File: config.mk
export PLATFORM = sky130hd
export DESIGN_NAME = pattern_gen_param
export DESIGN_NICKNAME = d
export VERILOG_FILES = /design/src/rtl/pattern_gen_param_pkg.sv /design/src/rtl/pattern_gen_param_vga_timing.sv /design/src/rtl/pattern_gen_param.sv
export SDC_FILE = /design/constraint.sdc
export NUM_CORES = 1
export LEC_CHECK = 0
export CAP_MARGIN = 20
export CORE_ASPECT_RATIO = 0.9
export CORE_MARGIN = 5
export CORE_UTILIZATION = 40
export DETAILED_ROUTE_END_ITERATION = 12
export SETUP_SLACK_MARGIN = 0.3
export SLEW_MARGIN = 20
export SYNTH_ARGS = -nofsm -noshare
export SYNTH_HDL_FRONTEND = slang
export SYNTH_SLANG_ARGS = --single-unit
File: constraint.sdc
create_clock -name CLK -period 3.9 [get_ports CLK]
set_input_delay 1.17 -clock CLK [delete_from_list [all_inputs] [get_ports CLK]]
set_output_delay 1.17 -clock CLK [all_outputs]
set_load 0.05 [all_outputs]
File: src/rtl/pattern_gen_param_pkg.sv
// Shared definitions for the pattern generator.
// Holds the pattern mode encodings, the default 640x480@60 timing and
// helper functions used by the timing block and the top level.
package pattern_gen_param_pkg;

    typedef enum logic [1:0] {
        MODE_BARS  = 2'd0,
        MODE_GRID  = 2'd1,
        MODE_GRAD  = 2'd2,
        MODE_CHECK = 2'd3
    } mode_e;

    localparam int DEF_COLOR_W   = 4;
    localparam int DEF_CLK_DIV   = 4;
    localparam int DEF_H_ACTIVE  = 640;
    localparam int DEF_H_FP      = 16;
    localparam int DEF_H_SYNC    = 96;
    localparam int DEF_H_BP      = 48;
    localparam int DEF_V_ACTIVE  = 480;
    localparam int DEF_V_FP      = 10;
    localparam int DEF_V_SYNC    = 2;
    localparam int DEF_V_BP      = 33;
    localparam int DEF_CELL_LOG2 = 5;

    function automatic int max_int(input int a, input int b);
        return (a > b) ? a : b;
    endfunction

    // Colour-bar index 0..7 -> {R,G,B} on/off, in the order
    // white, yellow, cyan, green, magenta, red, blue, black.
    function automatic logic [2:0] bar_rgb(input logic [2:0] idx);
        return {~idx[1], ~idx[2], ~idx[0]};
    endfunction

endpackage

File: src/rtl/pattern_gen_param_vga_timing.sv
// vga_timing: pixel-strobe divider, horizontal/vertical counters and
// raw sync/active decode.
// Ports:
//   CLK, RST         clock, synchronous active-high reset
//   pck              one-CLK-wide pixel strobe (registered)
//   hcount, vcount   current counter position
//   active           position lies inside the visible area
//   hs_window        hcount inside the horizontal sync interval
//   vs_window        vcount inside the vertical sync interval
//   frame_last       position is the last pixel of the frame
module vga_timing
    import pattern_gen_param_pkg::*;
#(
    parameter int CLK_DIV  = DEF_CLK_DIV,
    parameter int H_ACTIVE = DEF_H_ACTIVE,
    parameter int H_FP     = DEF_H_FP,
    parameter int H_SYNC   = DEF_H_SYNC,
    parameter int H_BP     = DEF_H_BP,
    parameter int V_ACTIVE = DEF_V_ACTIVE,
    parameter int V_FP     = DEF_V_FP,
    parameter int V_SYNC   = DEF_V_SYNC,
    parameter int V_BP     = DEF_V_BP,
    parameter int CNT_W    = 10
) (
    input  logic             CLK,
    input  logic             RST,
    output logic             pck,
    output logic [CNT_W-1:0] hcount,
    output logic [CNT_W-1:0] vcount,
    output logic             active,
    output logic             hs_window,
    output logic             vs_window,
    output logic             frame_last
);

    localparam int H_TOTAL = H_ACTIVE + H_FP + H_SYNC + H_BP;
    localparam int V_TOTAL = V_ACTIVE + V_FP + V_SYNC + V_BP;
    localparam int DIV_W   = (CLK_DIV > 1) ? $clog2(CLK_DIV) : 1;

    localparam logic [DIV_W-1:0] DIV_LAST = DIV_W'(CLK_DIV - 1);
    localparam logic [CNT_W-1:0] H_LAST   = CNT_W'(H_TOTAL - 1);
    localparam logic [CNT_W-1:0] V_LAST   = CNT_W'(V_TOTAL - 1);
    localparam logic [CNT_W-1:0] H_ACT    = CNT_W'(H_ACTIVE);
    localparam logic [CNT_W-1:0] V_ACT    = CNT_W'(V_ACTIVE);
    localparam logic [CNT_W-1:0] HS_FIRST = CNT_W'(H_ACTIVE + H_FP);
    localparam logic [CNT_W-1:0] HS_LAST  = CNT_W'(H_ACTIVE + H_FP + H_SYNC - 1);
    localparam logic [CNT_W-1:0] VS_FIRST = CNT_W'(V_ACTIVE + V_FP);
    localparam logic [CNT_W-1:0] VS_LAST  = CNT_W'(V_ACTIVE + V_FP + V_SYNC - 1);

    logic [DIV_W-1:0] div_q, div_d;
    logic             pck_q, pck_d;
    logic [CNT_W-1:0] hcount_q, hcount_d;
    logic [CNT_W-1:0] vcount_q, vcount_d;

    always_comb begin
        div_d    = (div_q == DIV_LAST) ? '0 : div_q + 1'b1;
        // Strobe is registered so it is low during reset; with CLK_DIV=1
        // the divider stays at 0 and the strobe is high every cycle.
        pck_d    = (div_d == DIV_LAST);
        hcount_d = hcount_q;
        vcount_d = vcount_q;
        if (pck_q) begin
            if (hcount_q == H_LAST) begin
                hcount_d = '0;
                vcount_d = (vcount_q == V_LAST) ? '0 : vcount_q + 1'b1;
            end else begin
                hcount_d = hcount_q + 1'b1;
            end
        end
    end

    always_ff @(posedge CLK) begin
        if (RST) begin
            div_q    <= '0;
            pck_q    <= 1'b0;
            hcount_q <= '0;
            vcount_q <= '0;
        end else begin
            div_q    <= div_d;
            pck_q    <= pck_d;
            hcount_q <= hcount_d;
            vcount_q <= vcount_d;
        end
    end

    assign pck        = pck_q;
    assign hcount     = hcount_q;
    assign vcount     = vcount_q;
    assign active     = (hcount_q < H_ACT) && (vcount_q < V_ACT);
    assign hs_window  = (hcount_q >= HS_FIRST) && (hcount_q <= HS_LAST);
    assign vs_window  = (vcount_q >= VS_FIRST) && (vcount_q <= VS_LAST);
    assign frame_last = (hcount_q == H_LAST) && (vcount_q == V_LAST);

endmodule

File: src/rtl/pattern_gen_param.sv
// pattern_gen_param: VGA test-pattern generator (bars, grid, gradient,
// checkerboard) with fully parameterised timing.
// Ports:
//   CLK, RST               clock, synchronous active-high reset
//   MODE                   pattern select, taken at the frame boundary
//   VGA_R/VGA_G/VGA_B      pixel colour, zero outside the active area
//   VGA_HS/VGA_VS          syncs, active level HS_POL/VS_POL
//   VGA_DE                 active video
//   PCK                    one-CLK-wide pixel strobe
//   FRAME_START            high together with the DE of pixel (0,0),
//                          held for that pixel like the other outputs
// All pixel outputs are registered on PCK, one pixel after the counters.
module pattern_gen_param
    import pattern_gen_param_pkg::*;
#(
    parameter int COLOR_W   = DEF_COLOR_W,
    parameter int CLK_DIV   = DEF_CLK_DIV,
    parameter int H_ACTIVE  = DEF_H_ACTIVE,
    parameter int H_FP      = DEF_H_FP,
    parameter int H_SYNC    = DEF_H_SYNC,
    parameter int H_BP      = DEF_H_BP,
    parameter int V_ACTIVE  = DEF_V_ACTIVE,
    parameter int V_FP      = DEF_V_FP,
    parameter int V_SYNC    = DEF_V_SYNC,
    parameter int V_BP      = DEF_V_BP,
    parameter int HS_POL    = 0,
    parameter int VS_POL    = 0,
    parameter int CELL_LOG2 = DEF_CELL_LOG2
) (
    input  logic               CLK,
    input  logic               RST,
    input  logic [1:0]         MODE,
    output logic [COLOR_W-1:0] VGA_R,
    output logic [COLOR_W-1:0] VGA_G,
    output logic [COLOR_W-1:0] VGA_B,
    output logic               VGA_HS,
    output logic               VGA_VS,
    output logic               VGA_DE,
    output logic               PCK,
    output logic               FRAME_START
);

    localparam int H_TOTAL = H_ACTIVE + H_FP + H_SYNC + H_BP;
    localparam int V_TOTAL = V_ACTIVE + V_FP + V_SYNC + V_BP;
    localparam int HW      = $clog2(H_ACTIVE);
    localparam int BAR_W   = H_ACTIVE / 8;
    // Counters are wide enough to index the checker bit even on tiny rasters.
    localparam int CNT_W   = max_int(max_int($clog2(H_TOTAL), $clog2(V_TOTAL)),
                                     CELL_LOG2 + 1);

    localparam logic               HS_ON = (HS_POL != 0);
    localparam logic               VS_ON = (VS_POL != 0);
    localparam logic [COLOR_W-1:0] FULL  = '1;

    logic             pck;
    logic [CNT_W-1:0] hcount, vcount;
    logic             active, hs_window, vs_window, frame_last;

    vga_timing #(
        .CLK_DIV (CLK_DIV),
        .H_ACTIVE(H_ACTIVE), .H_FP(H_FP), .H_SYNC(H_SYNC), .H_BP(H_BP),
        .V_ACTIVE(V_ACTIVE), .V_FP(V_FP), .V_SYNC(V_SYNC), .V_BP(V_BP),
        .CNT_W   (CNT_W)
    ) u_timing (
        .CLK       (CLK),
        .RST       (RST),
        .pck       (pck),
        .hcount    (hcount),
        .vcount    (vcount),
        .active    (active),
        .hs_window (hs_window),
        .vs_window (vs_window),
        .frame_last(frame_last)
    );

    mode_e              mode_q, mode_d;
    logic [COLOR_W-1:0] r_q, r_d, g_q, g_d, b_q, b_d;
    logic               hs_q, hs_d, vs_q, vs_d, de_q, de_d, fs_q, fs_d;

    logic [COLOR_W-1:0] pat_r, pat_g, pat_b;
    logic [3:0]         bar_idx;
    logic [2:0]         bar_bits;
    logic               white;

    // Pattern for the current counter position.
    always_comb begin
        // Bar index by comparison against constant boundaries; index 8 is
        // the leftover strip when H_ACTIVE is not a multiple of 8.
        bar_idx = 4'd0;
        for (int i = 1; i <= 8; i++) begin
            if (hcount >= CNT_W'(i * BAR_W)) begin
                bar_idx = 4'(i);
            end
        end
        bar_bits = bar_idx[3] ? 3'b000 : bar_rgb(bar_idx[2:0]);
        white    = 1'b0;
        pat_r    = '0;
        pat_g    = '0;
        pat_b    = '0;
        case (mode_q)
            MODE_BARS: begin
                pat_r = bar_bits[2] ? FULL : '0;
                pat_g = bar_bits[1] ? FULL : '0;
                pat_b = bar_bits[0] ? FULL : '0;
            end
            MODE_GRID: begin
                white = (hcount[CELL_LOG2-1:0] == '0) || (vcount[CELL_LOG2-1:0] == '0) ||
                        (hcount == CNT_W'(H_ACTIVE - 1)) || (vcount == CNT_W'(V_ACTIVE - 1));
                pat_r = white ? FULL : '0;
                pat_g = pat_r;
                pat_b = pat_r;
            end
            MODE_GRAD: begin
                pat_r = hcount[HW-1 -: COLOR_W];
                pat_g = pat_r;
                pat_b = pat_r;
            end
            default: begin
                white = ~(hcount[CELL_LOG2] ^ vcount[CELL_LOG2]);
                pat_r = white ? FULL : '0;
                pat_g = pat_r;
                pat_b = pat_r;
            end
        endcase
    end

    // Output registers: load only on the strobe, otherwise hold.
    always_comb begin
        mode_d = mode_q;
        r_d    = r_q;
        g_d    = g_q;
        b_d    = b_q;
        hs_d   = hs_q;
        vs_d   = vs_q;
        de_d   = de_q;
        fs_d   = fs_q;
        if (pck) begin
            r_d  = active ? pat_r : '0;
            g_d  = active ? pat_g : '0;
            b_d  = active ? pat_b : '0;
            de_d = active;
            hs_d = hs_window ? HS_ON : ~HS_ON;
            vs_d = vs_window ? VS_ON : ~VS_ON;
            fs_d = active && (hcount == '0) && (vcount == '0);
            // New mode takes effect from pixel (0,0) of the next frame.
            if (frame_last) begin
                mode_d = mode_e'(MODE);
            end
        end
    end

    always_ff @(posedge CLK) begin
        if (RST) begin
            mode_q <= MODE_BARS;
            r_q    <= '0;
            g_q    <= '0;
            b_q    <= '0;
            hs_q   <= ~HS_ON;
            vs_q   <= ~VS_ON;
            de_q   <= 1'b0;
            fs_q   <= 1'b0;
        end else begin
            mode_q <= mode_d;
            r_q    <= r_d;
            g_q    <= g_d;
            b_q    <= b_d;
            hs_q   <= hs_d;
            vs_q   <= vs_d;
            de_q   <= de_d;
            fs_q   <= fs_d;
        end
    end

    assign VGA_R       = r_q;
    assign VGA_G       = g_q;
    assign VGA_B       = b_q;
    assign VGA_HS      = hs_q;
    assign VGA_VS      = vs_q;
    assign VGA_DE      = de_q;
    assign FRAME_START = fs_q;
    assign PCK         = pck;

endmodule

# After elaboration in Yosys (flattened, before gate mapping)
# Index checks and enable logic that the tools add are counted.
[word_totals]
n_memories = 0
reg_bits = 41
ramBits = 0
out_inout_bits = 17
inputBits = 4
latchBits = 0
romBits = 0
[classes]
shift = 0
bitwise_logic = 4
div = 0
n_eq_ne = 8
muxes = 25
magnitude_cmp = 14
reduce_logical = 16
n_addsub = 3
n_mul = 0
[ops]
columns = ["operator", "n"]
rows = [
  ["4-bit 2-to-1 mux", 15],
  ["10-bit by 9-bit greater-or-equal comparator with 1-bit output, second input constant", 4],
  ["4-bit case mux with 3 select lines", 3],
  ["10-bit == test, second input constant", 3],
  ["10-bit greater-or-equal comparator, second input constant", 3],
  ["10-bit by 1-bit adder with 10-bit output, second input constant", 2],
  ["10-bit by 8-bit greater-or-equal comparator with 1-bit output, second input constant", 2],
  ["10-bit zero test", 2],
  ["10-bit 2-to-1 mux", 2],
  ["10-bit by 9-bit == test with 1-bit output, second input constant", 1],
  ["10-bit by 7-bit greater-or-equal comparator with 1-bit output, second input constant", 1],
  ["10-bit less-or-equal comparator, second input constant", 1],
  ["10-bit by 9-bit less-or-equal comparator with 1-bit output, second input constant", 1],
  ["5-bit zero test", 2],
  ["10-bit less-than comparator, second input constant", 1],
  ["10-bit by 9-bit less-than comparator with 1-bit output, second input constant", 1],
  ["2-bit == test, second input constant", 3],
  ["1-bit logical AND", 6],
  ["2-bit AND reduction", 2],
  ["1-bit logical OR", 3],
  ["1-bit 2-to-1 mux", 3],
  ["3-bit 2-to-1 mux", 1],
  ["1-bit inverter", 3],
  ["2-bit by 1-bit adder with 2-bit output, second input constant", 1],
  ["other kinds (4)", 4],
]

# Depth between registers and ports, before layout
[depth]
word_depth = 14
mapped_depth = 6
mapped_depth_nobuf = 6

# Cells and area by module
# From an unflattened synthesis, not the netlist that was laid out.
[unflattened]
hier_cells = 246
area_unflattened_um2 = 2180.8
[modules_own_cells]
columns = ["module", "seq_area_each_um2", "area_each_um2", "instances", "cells_each"]
rows = [
  ["vga_timing", 460.4, 1232.4, 1, 142],
  ["pattern_gen_param", 360.3, 948.4, 1, 104],
]

# Least setup slack after synthesis
# No wires, ideal clock.
[synth_path]
path_type = "register -> register"
from = "reg u_timing.pck_q (netlist: u_timing.pck)"
to = "reg u_timing.vcount_q[9] (netlist: u_timing.vcount[9])"
arrival_ns = 2.042
t_required_ns = 3.830
setup_ns = 0.070
period_less_slack_ns = 2.112
stages_incl_launch_ff = 6
n_path_buf = 1
slack_ns = 1.788
cell_sequence = "dfxtp_1 > nand4_2 > or3_4 > buf_6 > or4_1 > a21oi_1"
[synth_via]
elab_chain_cells = 1
[synth_rtl]
columns = ["element", "line", "rtl"]
rows = [
  ["from (decl)", "pattern_gen_param_vga_timing.sv:51", "logic pck_q, pck_d;"],
  ["from (signal assigned)", "pattern_gen_param_vga_timing.sv:80", "pck_q <= pck_d;"],
  ["2-bit AND reduction (no line)", "--", ""],
  ["to (signal assigned)", "pattern_gen_param_vga_timing.sv:82", "vcount_q <= vcount_d;"],
  ["to (decl)", "pattern_gen_param_vga_timing.sv:53", "logic [CNT_W-1:0] vcount_q, vcount_d;"],
]
# Every way passes these cells.
# A chain may end at the register's enable or synchronous reset.

# Worst setup path in the final report
[layout_path]
from = "reg vs_q (netlist: VGA_VS)"
to = "out VGA_VS"
[layout_lines]
columns = ["element", "line", "rtl"]
rows = [
  ["from (decl)", "pattern_gen_param.sv:78", "logic hs_q, hs_d, vs_q, vs_d, de_q, de_d, fs_q, fs_d;"],
  ["from (signal assigned)", "pattern_gen_param.sv:159", "vs_q <= ~VS_ON;"],
  ["from (signal assigned)", "pattern_gen_param.sv:168", "vs_q <= vs_d;"],
  ["to (decl)", "pattern_gen_param.sv:37", "output logic VGA_VS,"],
]
# No word-level cell between the ends.

==> results.ini <==
[yosys]
synth_most_common_cell=dfxtp_1
async_flop_share_pct=0
synth_ff_type=dfxtp_1
synthCells=256
netlist_top_cells_count=41 x dfxtp_1, 17 x nand2b_1, 16 x nor2_1
syn_avg_cell_area_um2=8.450
synth_top_area_share_pct=37.94
yosysWarnings=0
synth_seq_cells=41
yosys.area.top_type=dfxtp_1
synth_edf_count=0
synth_area_leaders=dfxtp_1 38%, nand2b_1 4.9%, a21o_1 4.5%, xnor2_1 3.6%, a21oi_1 3.5%
synth_area_um2=2163
synth_nets=266
synth-seq-area-share_pct=37.94
synth.distinct_cells=46

[clocking]
clk_pin_slew_ns=0.08
root_buffer=clkbuf_8
postCtsSetupRepairBufs=0
htreeDepth=2
cts.repair.resized=0
clock_latency_ns=0.29
cts_buffers=5
cts_tree=built
cts_hold_buf=0
clockBufferDepth=2
cts.sinks=41

[timing]
finalSetupViolations=0
slew_headroom_pct=31.64
period_share_pct=66.94
period_needed_ns=2.611
clock.fmax_mhz=383.0
fin_setup_tns_ns=0
clock_skew_ns=0.005191
tightest_slew_ns=1.024
rsz0062_at_grt=no
final_hold_viol_count=0
final_max_slew_viol_count=0

[run]
max_cap_violations=0

[setup_path]
cp-start-kind=flop
crit_family=buffers and inverters
critPathKind=flop to output pin
critical-path-max-stage-delay_ns=0.81
critPathMaxFanout=2
critPathArrivalTime_ns=1.44
cp_cell_sequence=clkdlybuf4s50_1
required_ns=2.73
worst_setup_path_end_kind=output pin
cp_slowest_cell=clkdlybuf4s50_1
cp_num_buf_inv=1

[detailed_routing]
via_per_inst=5.509
drt_iter0_drc=129
drcViolationCount=0
first_pass_iters=4
wl_um=4869
dr_total_vias=1840
avgRoutedWirePerCell_um=14.58
ant_nets=0

[global_routing]
grt_max_degree=27
grt_pass1_vias=1761
antenna_found_initial=0
grt_use_total_pct=15.32
grt_pass1_wl_um=8556
grt_overflow=0

[floorplanning]
ios=21
core_um2=5255
start_util_pct=41.17
fp.dieArea_um2=6981
die_y_um=79.77
rows=25
fp.dieW_um=87.52

[finish]
stdcell_count=334
fin_nets=277
n_fill_cell=526
antenna_cells=0
syn2layout_area_growth_pct=14.05
drive_above_1_share_pct=4.869

[power]
powerDensity_nw_per_um2=335.8
p_leak_uw=0.0008457
p_total_uw=828.4
ir_drop_v=0.0002236

[placed_design]
dpl.hpwl_um=3374
place_inst=327
place_congestion=0.8595
io_buffers=20

[min_path]
hp-class=flop to flop

[run_status]
status=completed

-- worst paths after layout --
kind                                                endpoint                             from  slack (ns)  depth (start not counted)
worst max-delay path                                  VGA_VS              VGA_VS$_SDFFE_PP1P_        1.29                          1
worst min register to register  u_timing.div_q[0]$_SDFF_PP0_     u_timing.div_q[0]$_SDFF_PP0_        0.46                          1
worst max register to register         VGA_B[3]$_SDFFE_PP0P_  u_timing.vcount[1]$_SDFFE_PP0P_        1.57                          6
worst min-delay path            u_timing.div_q[0]$_SDFF_PP0_     u_timing.div_q[0]$_SDFF_PP0_        0.46                          1
-- kinds of logic after synthesis --
logic type                 count (synthesis)  synth area share [%]
xor gates and xnor gates                  13                 5.263
DFF                                       41                 37.94
and+or+nand+nor                          110                 28.98
buffers and inverters                     26                 5.148
AOI/OAI and AO/OA                         58                 18.28
adders and majority gates                  7                 3.933
muxes                                      1                0.4627
-- final cells by class --
cell class | instances | area (µm²) | area share [%]
Timing Repair Buffer | 22 | 215.2 | 8.722
Inverter | 8 | 30.03 | 1.217
Sequential cell | 41 | 820.8 | 33.27
Clock buffer | 7 | 86.33 | 3.499
Tap cell | 67 | 83.83 | 3.398
Multi-Input combinational cell | 189 | 1231 | 49.90
-- state kept, by name (all words and copies together) (netlist names), 2 cells and up --
signal           flops
u_timing.hcount     10
u_timing.vcount     10
VGA_B                4
VGA_G                4
VGA_R                4
mode_q               2
u_timing.div_q       2
-- stage by stage --
stage	hold slack (ns)	worst slack (ns)	instance area [µm²]	util, %
floorplan	0.4254	1.788	2163	-
global placement	0.4396	1.413	2381	45.31
detailed placement	0.4440	1.373	2381	45.31
CTS	0.4613	1.275	2467	46.95
global route	0.5103	1.233	2467	46.95
finish	0.4601	1.289	2467	46.95
-- layout by cell type (no fill, tap or decap), types with 3 or more instances in the layout --
cell,count
clkbuf_8,6
nand2b_1,17
or3_1,7
a31oi_1,4
nand3_1,12
nor4_1,8
xnor2_1,9
nor2_1,16
a41oi_1,8
or4_1,3
nor3_1,4
inv_1,8
dfxtp_1,41
clkdlybuf4s50_1,20
ha_1,6
o21ai_0,7
nand2_1,15
and3_1,7
a21o_1,13
nand4_1,5
xor2_1,4
nor2b_1,3
a21oi_1,15
-- metal layers --
layer  share of wire (%)  track usage, %  vias to the layer above
met5                   0               0                        -
met4                 1.4           4.908                        0
met3                 4.6           3.922                        6
met2                  43           21.61                       35
met1                  51           22.49                      856
li1                    -               -                      943
-- power by group --
group / switching, µW / internal, µW
combinational: 68.9 / 41.5
sequential: 8.25 / 433
clock: 137 / 140
total: 214 / 615
Power figures use the tool's default switching activity.
